## src/rtl/regf_wb_queue.sv

```systemverilog
// Write-back sequencer for register-file port C: merges ALU and memory results
// through an in-order FIFO and issues at most one write per cycle.
module regf_wb_queue #(
  parameter int unsigned AWIDTH = 5,
  parameter int unsigned DWIDTH = 32,
  parameter int unsigned DEPTH  = 4
) (
  input  logic                     clk,
  input  logic                     reset_b,
  input  logic                     halt,
  input  logic                     flush_pipeline,
  input  logic                     alu_we,
  input  logic [AWIDTH-1:0]        alu_addr,
  input  logic [DWIDTH-1:0]        alu_data,
  input  logic                     mem_we,
  input  logic [AWIDTH-1:0]        mem_addr,
  input  logic [DWIDTH-1:0]        mem_data,
  output logic                     mem_ready,
  output logic                     wec,
  output logic [AWIDTH-1:0]        addrc,
  output logic [DWIDTH-1:0]        datac,
  output logic [$clog2(DEPTH):0]   wb_count,
  output logic                     wb_idle
);

  localparam int unsigned PW = $clog2(DEPTH);
  localparam int unsigned CW = PW + 1;

  logic [AWIDTH-1:0] r_addr_q [DEPTH];
  logic [DWIDTH-1:0] r_data_q [DEPTH];
  logic [PW-1:0]     r_wr_ptr;
  logic [PW-1:0]     r_rd_ptr;
  logic [CW-1:0]     r_count;
  logic              r_wec;
  logic [AWIDTH-1:0] r_addrc;
  logic [DWIDTH-1:0] r_datac;

  logic              w_fifo_ne;
  logic              w_alu_v;
  logic              w_mem_v;
  logic              w_pop;
  logic              w_sel_v;
  logic [AWIDTH-1:0] w_sel_addr;
  logic [DWIDTH-1:0] w_sel_data;
  logic              w_alu_push;
  logic              w_mem_push;
  logic              w_push0_v;
  logic              w_push1_v;
  logic [AWIDTH-1:0] w_push0_addr;
  logic [DWIDTH-1:0] w_push0_data;
  logic [PW-1:0]     w_wr_ptr1;
  logic [CW-1:0]     w_count_nxt;

  assign w_fifo_ne = (r_count != '0);
  assign mem_ready = (r_count <= CW'(DEPTH - 2));
  assign w_alu_v   = alu_we & ~halt;
  assign w_mem_v   = mem_we & mem_ready & ~halt;
  assign w_wr_ptr1 = r_wr_ptr + PW'(1);

  // Oldest first: FIFO head, then ALU, then memory; the rest is queued ALU-first.
  always_comb begin
    w_pop      = 1'b0;
    w_sel_v    = 1'b0;
    w_sel_addr = r_addr_q[r_rd_ptr];
    w_sel_data = r_data_q[r_rd_ptr];
    w_alu_push = 1'b0;
    w_mem_push = 1'b0;
    if (w_fifo_ne && !halt) begin
      w_pop      = 1'b1;
      w_sel_v    = 1'b1;
      w_alu_push = w_alu_v;
      w_mem_push = w_mem_v;
    end else if (w_alu_v) begin
      w_sel_v    = 1'b1;
      w_sel_addr = alu_addr;
      w_sel_data = alu_data;
      w_mem_push = w_mem_v;
    end else if (w_mem_v) begin
      w_sel_v    = 1'b1;
      w_sel_addr = mem_addr;
      w_sel_data = mem_data;
    end
  end

  assign w_push0_v    = w_alu_push | w_mem_push;
  assign w_push1_v    = w_alu_push & w_mem_push;
  assign w_push0_addr = w_alu_push ? alu_addr : mem_addr;
  assign w_push0_data = w_alu_push ? alu_data : mem_data;
  assign w_count_nxt  = r_count + CW'(w_push0_v) + CW'(w_push1_v) - CW'(w_pop);

  // FIFO storage, pointers and count; flush outranks halt.
  always_ff @(posedge clk or negedge reset_b) begin
    if (!reset_b) begin
      for (int i = 0; i < DEPTH; i++) begin
        r_addr_q[i] <= '0;
        r_data_q[i] <= '0;
      end
      r_wr_ptr <= '0;
      r_rd_ptr <= '0;
      r_count  <= '0;
    end else if (flush_pipeline) begin
      r_wr_ptr <= '0;
      r_rd_ptr <= '0;
      r_count  <= '0;
    end else if (!halt) begin
      if (w_push0_v) begin
        r_addr_q[r_wr_ptr] <= w_push0_addr;
        r_data_q[r_wr_ptr] <= w_push0_data;
      end
      if (w_push1_v) begin
        r_addr_q[w_wr_ptr1] <= mem_addr;
        r_data_q[w_wr_ptr1] <= mem_data;
      end
      r_wr_ptr <= r_wr_ptr + PW'(w_push0_v) + PW'(w_push1_v);
      r_rd_ptr <= r_rd_ptr + PW'(w_pop);
      r_count  <= w_count_nxt;
    end
  end

  // Port-C output register; address/data hold when nothing is issued.
  always_ff @(posedge clk or negedge reset_b) begin
    if (!reset_b) begin
      r_wec   <= 1'b0;
      r_addrc <= '0;
      r_datac <= '0;
    end else if (flush_pipeline) begin
      r_wec   <= 1'b0;
    end else if (!halt) begin
      r_wec <= w_sel_v;
      if (w_sel_v) begin
        r_addrc <= w_sel_addr;
        r_datac <= w_sel_data;
      end
    end
  end

  // Pending write is masked while halted and re-presented once halt drops.
  assign wec      = r_wec & ~halt;
  assign addrc    = r_addrc;
  assign datac    = r_datac;
  assign wb_count = r_count;
  assign wb_idle  = ~w_fifo_ne & ~r_wec;

endmodule
```

## config.mk

```make
export PLATFORM = sky130hd
export DESIGN_NAME = regf_wb_queue
export DESIGN_NICKNAME = d
export VERILOG_FILES = /design/src/rtl/regf_wb_queue.sv
export SDC_FILE = /design/constraint.sdc
export NUM_CORES = 1
export LEC_CHECK = 0
export ABC_CLOCK_PERIOD_IN_PS = 3070
export CORE_ASPECT_RATIO = 0.8
export CORE_MARGIN = 4
export CORE_UTILIZATION = 52
export CTS_BUF_LIST = sky130_fd_sc_hd__clkbuf_16
export DETAILED_ROUTE_END_ITERATION = 12
export GPL_ROUTABILITY_DRIVEN = 0
export HOLD_SLACK_MARGIN = 0.08
export PLACE_DENSITY_LB_ADDON = 0.25
export SYNTH_ARGS = -nofsm -noshare
export SYNTH_HDL_FRONTEND = slang
export SYNTH_SLANG_ARGS = --single-unit
```

## constraint.sdc

```tcl
create_clock -name clk -period 3.07 [get_ports clk]
set_clock_uncertainty 0.1 [all_clocks]
set_input_delay 0.307 -clock clk [delete_from_list [all_inputs] [get_ports clk]]
set_output_delay 0.307 -clock clk [all_outputs]
set_load 0.05 [all_outputs]
```

==> impl_metrics.yaml, run 1 <==
pwr:
  power.total_mw: 10.72
  p_leak_nw: 5.293
  irDropWorstVdd_uv: 766.5
  p_per_area_nw_per_um2: 796.9
synthesis:
  ys_ff_latch: 193
  synthMuxAreaShare: 0.1180
  async_reset_ff_frac: 1.000
  yosysMostFrequentCell: "nand2_1"
  synth_nets: 1214
  synth-compound-area-share: 0.2530
  synth_top_area_frac: 0.4333
  ys_top_cells_by_count: "nand2_1 (201), dfrtp_1 (193), o21ai_0 (93), inv_1 (79), nor2_1 (73)"
  synth_ff_type: "dfrtp_1"
  post_synth.cell_area_avg_sq_um: 9.882
  synthSimpleGateAreaFrac: 0.1149
  ys_top_cells_by_area: "dfrtp_1 (43%), mux4_2 (7.5%), o221a_2 (7.2%)"
  synth_edf_count: 0
  yosys.area_share.adder: 0.008755
  ys_seq_area_frac: 0.4333
  synth_warnings: 0
  synth_xor_area_frac: 0.001571
  netlist_area_sq_um: 11150
  postSynthCellCount: 1128
  synth_top_area_cell: "dfrtp_1"
  ys_types: 46
  synth_top_family_by_area: "compound AO/OA/AOI/OAI gates"
final_layout:
  multi_input_area_sq_um: 5634
  final_nets: 1318
  final_core_util: 0.6444
  drive_gt1_frac: 0.1961
  diodes: 0
  num-fill-cells: 1639
  regArea_sq_um: 4835
  syn2layout_area_growth_pct: 20.68
  design_area_sq_um: 13450
clock_network:
  cts_sinks: 193
  cts_root_buf: "clkbuf_16"
  clkLatencyLatePin_ns: 0.44
  numCtsBuffers: 17
  clkSlewWorstSetupHoldPaths_ns: 0.08
  cts_buffer_depth: 2
  htree_levels: 4
  tritoncts: "yes"
detailed_routing:
  wl_um: 37700
  drtPass1Iterations: 9
  routedWlPerCell_um: 24.91
  viasPerCell: 6.966
  drc: 0
  ant_nets: 0
  drt_iter0_markers: 1628
  vias: 10540
critical_path:
  worst-setup-path-type: "reg -> reg"
  crit_path_start: "wb_count[2]$_DFFE_PN0P_"
  start_kind: "flip-flop"
  crit_required_ns: 3.30
  crit_end: "datac[6]$_DFFE_PN0P_"
  rrSetupSlack_ns: 0.07
  r2r-end: "datac[6]$_DFFE_PN0P_"
  r2r_start: "wb_count[2]$_DFFE_PN0P_"
  crit_fanout: 13
  cp-end-kind: "flip-flop"
  crit_arrival_ns: 3.23
  reg2reg_depth: 6
timing:
  period_needed_ns: 2.998
  drv_slew: 0
  holdWs_ns: 0.3692
  fin_ws_ns: 0.07231
  fmax_mhz: 333.6
  hold_viol_final: 0
  post-route-period-util: 0.9764
  rsz0062_at_grt: "false"
  finalSetupViolations: 0
  slew-limit-headroom: 0.2257
  worst_slew_pin_slew_ns: 1.157
global_route:
  grt_overflow: 0
  antenna_found_initial: 0
  grtUsageTotal: 0.3119
  grt_max_degree: 75
  grt_pass1_wl_um: 58660
  grt_pass1_vias: 10492
placed_design:
  portBuffers: 122
  dp_hpwl_um: 23230
  pre_cts_slack_ns: -0.02615
  place_area_sq_um: 12910
floorplanning:
  die_w_um: 171.7
  die_area_sq_um: 23860
  die_h_um: 139.0
  core-area_sq_um: 20880
  pin_count: 123
  initial_core_util: 0.5340
  placementRows: 47
hold_path:
  hold_class: "in -> async"
flow_run:
  maxCapViolations: 0
status:
  status: "finished clean"
-- metrics by stage --
stage	TNS [ns]	std cells
CTS	0	1513
global placement	0	1481
detailed placement	-0.02615	1481
floorplan	0	1128
global route	0	1513
finish	0	1513
-- area by class of cell --
class                   count  area share
inverters                  79     0.02204
repair buffers            193      0.1361
flip-flops and latches    193      0.3594
clock buffers              17     0.03162
multi-input cells         748      0.4188
clock inverters            14    0.006976
well taps                 269     0.02502
-- cells in the final DEF, fill, tap and decap left out, types with 7 or more instances in the layout --
master	n
a21oi_1	22
nand2_1	200
mux2i_1	38
and3_1	9
buf_4	66
a221oi_1	17
or3_1	8
clkdlybuf4s50_1	119
inv_1	79
o31ai_1	7
mux4_2	37
a311oi_1	22
mux2_2	9
clkbuf_16	17
a22o_1	22
dfrtp_1	189
nor2_1	70
o21ai_0	93
o221a_2	71
a222oi_1	67
-- timing repair --
item	CTS	global route
hold endpoints to repair	70	0
resized for setup	0	2
setup buffers	0	0
hold buffers	1	0
endpoints found under the setup margin	0	1
-- cells by family after synthesis --
logic type	count (synthesis)
multiplexers	84
flip-flops	193
AO/OA/AOI/OAI	344
buffers and inverters	187
AND/OR/NAND/NOR	312
adder cells (fa/ha/maj)	6
XOR/XNOR	2
-- critical path: stages (launching register included) --
cell and delay (ns):
dfrtp_2 0.44, buf_4 0.17, or3_1 0.51, nor2_1 0.93, buf_4 0.40, a311oi_1 0.12
a22o_1 0.22
-- flip-flops by register name (all words and copies together), names as in the netlist --
signal    count
r_data_q    128
datac        32
r_addr_q     20
addrc         5
wb_count      3
r_rd_ptr      2
r_wr_ptr      2
r_wec         1
-- per-layer routing --
layer / up-vias / GRT usage / share of wire
met3: 69 / 0.09803 / 0.12
met1: 5233 / 0.4370 / 0.41
met4: 0 / 0.08962 / 0.020
li1: 4459 / - / -
met2: 779 / 0.4705 / 0.45
met5: - / 0 / 0
-- where the power goes --
group          switching [mW]  leakage (nW)  internal (mW)
sequential              0.472          2.51           3.24
combinational            2.83          2.54           2.11
clock                    1.04         0.238           1.03
total                    4.34          5.29           6.38
-- worst min-delay path by stage --
stage                                 to  slack [ns]  cells after the start
6_report       r_data_q[119]$_DFFE_PN0P_        0.37                      2
5_1_grt        r_data_q[119]$_DFFE_PN0P_        0.41                      2
4_1_cts         r_data_q[88]$_DFFE_PN0P_        0.39                      2
3_5_place_dp   r_data_q[119]$_DFFE_PN0P_        0.28                      1
3_3_place_gp   r_data_q[119]$_DFFE_PN0P_        0.28                      1
2_1_floorplan       addrc[0]$_DFFE_PN0P_       -0.09                      0
Power figures use the tool's default switching activity.
==> inputs of run 2 (changes only) <==
Settings changed: CTS_BUF_LIST sky130_fd_sc_hd__clkbuf_16 to sky130_fd_sc_hd__clkbuf_8 sky130_fd_sc_hd__clkbuf_16, CTS_CLUSTER_SIZE set to 28.
==> run 2 against run 1 <==
Effect of this change:
- final cell count did not move
- critical path depth did not move
- wire length barely moved
- sequential cell count did not move
- largest cell class unchanged
- largest power group unchanged
- highest routed layer unchanged
==> impl_metrics.yaml, run 2 (synthesis results as in run 1) <==
detailed_routing:
  drt_iter0_markers: 1623
  routedWlPerCell_um: 24.89
  drc: 0
  wl_um: 37660
  drtPass1Iterations: 9
  vias: 10584
  viasPerCell: 6.995
  ant_nets: 0
critical_path:
  critPathMaxStageDelay_ns: 0.94
  start_kind: "flip-flop"
  path_depth: 6
  crit_end: "datac[6]$_DFFE_PN0P_"
  crit_fanout: 13
  r2r_start: "wb_count[2]$_DFFE_PN0P_"
  crit_arrival_ns: 3.24
  crit_family: "simple AND/OR/NAND/NOR gates"
  rrSetupSlack_ns: 0.06
  cpMaxStageDelayCell: "nor2_1"
  cp_common_cell: "buf_4"
  reg2reg_depth: 6
  crit_path_cell_trace: "buf_4 -> or3_1 -> nor2_1 -> buf_4 -> a311oi_1 -> a22o_1"
  cp-end-kind: "flip-flop"
  cp_num_buf_inv: 2
  worst-setup-path-type: "reg -> reg"
  crit_required_ns: 3.29
  r2r-end: "datac[6]$_DFFE_PN0P_"
  crit_path_start: "wb_count[2]$_DFFE_PN0P_"
pwr:
  power_frac_comb: 0.458
  power_switching_mw: 4.347
  pwr-share-clk: 0.197
  p_per_area_nw_per_um2: 799.9
  irDropWorstVdd_uv: 767.9
  p_int_mw: 6.430
  p_leak_nw: 5.304
  p_seq_frac: 0.345
  switching_share: 0.4034
timing:
  slew-limit-headroom: 0.2145
  post-route-period-util: 0.9821
  hold_viol_final: 0
  rsz0062_at_grt: "false"
  worst_slew_pin_slew_ns: 1.174
  fmax_mhz: 331.7
  finalSetupViolations: 0
  drv_slew: 0
  period_needed_ns: 3.015
final_layout:
  diodes: 0
  multi_input_area_sq_um: 5634
  regArea_sq_um: 4835
  num-fill-cells: 1637
  syn2layout_area_growth_pct: 20.86
  final_nets: 1318
  top_register: "r_data_q"
  final_cell_mix: "nand2_1 (200), dfrtp_1 (189), clkdlybuf4s50_1 (119)"
  largest_reg_flops: 128
  layout_commonest_cell: "nand2_1"
  drive_gt1_frac: 0.1977
  final_core_util: 0.6453
  finalNonFillerCells: 1513
floorplanning:
  die_area_sq_um: 23860
  die_w_um: 171.7
  pin_count: 123
  initial_core_util: 0.5340
  core-area_sq_um: 20880
  placementRows: 47
  die_h_um: 139.0
placed_design:
  dp_hpwl_um: 23230
  placed_cells: 1481
  portBuffers: 122
global_route:
  grt_max_degree: 75
  grt_pass1_vias: 10485
  grtUsageTotal: 0.3116
  grt_pass1_wl_um: 58550
  grt_overflow: 0
  antenna_found_initial: 0
hold_path:
  hold_class: "in -> async"
flow_run:
  maxCapViolations: 0
clock_network:
  cts_buffer_depth: 2
  cts_root_buf: "clkbuf_16"
  cts_setup_buffers: 0
  htree_levels: 4
  clkSlewWorstSetupHoldPaths_ns: 0.08
  tritoncts: "yes"
  numCtsBuffers: 17
  clkLatencyLatePin_ns: 0.43
  cts_sinks: 193
status:
  status: "finished clean"
run 2: worst register-to-register path, stage by stage (launching register included):
cell,delay [ns]
dfrtp_2,0.44
buf_4,0.17
or3_1,0.52
nor2_1,0.95
buf_4,0.40
a311oi_1,0.13
a22o_1,0.22
run 2: metal layers:
layer,share of wire,up-vias,global-route usage,wire length [um]
li1,-,4457,-,-
met1,0.40,5253,0.4363,15120
met2,0.45,787,0.4701,16950
met3,0.13,87,0.09889,4755
met4,0.022,0,0.08879,839
met5,0,-,0,0
run 2: repair_timing:
item	4_1_cts	5_1_grt
resized for setup	0	2
hold buffers	1	0
endpoints found under the setup margin	0	1
endpoints found under the hold margin	70	0
run 2: through the flow:
step	cell area (sq um)	hold WS [ns]	worst slack, ns	TNS [ns]	power [mW]
floorplan	11180	-0.08859	0.01062	0	6.915
global placement	12910	0.2847	0.04736	0	8.492
detailed placement	12910	0.2792	-0.02615	-0.02615	8.609
CTS	13460	0.3852	0.1193	0	10.71
global route	13470	0.4064	0.01009	0	11.24
finish	13470	0.3664	0.05510	0	10.78
run 2: worst min-delay path by stage:
stage,endpoint,slack (ns),cells past startpoint
floorplan,addrc[0]$_DFFE_PN0P_,-0.09,0
global placement,r_data_q[119]$_DFFE_PN0P_,0.28,1
detailed placement,r_data_q[119]$_DFFE_PN0P_,0.28,1
CTS,r_data_q[88]$_DFFE_PN0P_,0.39,2
global route,r_data_q[119]$_DFFE_PN0P_,0.41,2
finish,r_data_q[119]$_DFFE_PN0P_,0.37,2
run 2: power by group through the flow:
| stage | registers (mW) | clock network [mW] | logic, mW |
|---|---|---|---|
| detailed placement | 3.73 | 0 | 4.88 |
| global route | 3.78 | 2.24 | 5.22 |
| global placement | 3.71 | 0 | 4.78 |
| floorplan | 4.48 | 0 | 2.43 |
| CTS | 3.70 | 2.13 | 4.89 |
| finish | 3.72 | 2.12 | 4.94 |
run 2: final cells by class:
class                      count  share of cell area
clock buffer                  19             0.03362
clock inverter                12            0.006408
inverter                      79             0.02201
multi-input combinational    748              0.4182
sequential                   193              0.3589
tap                          269             0.02498
timing repair buffer         193              0.1359
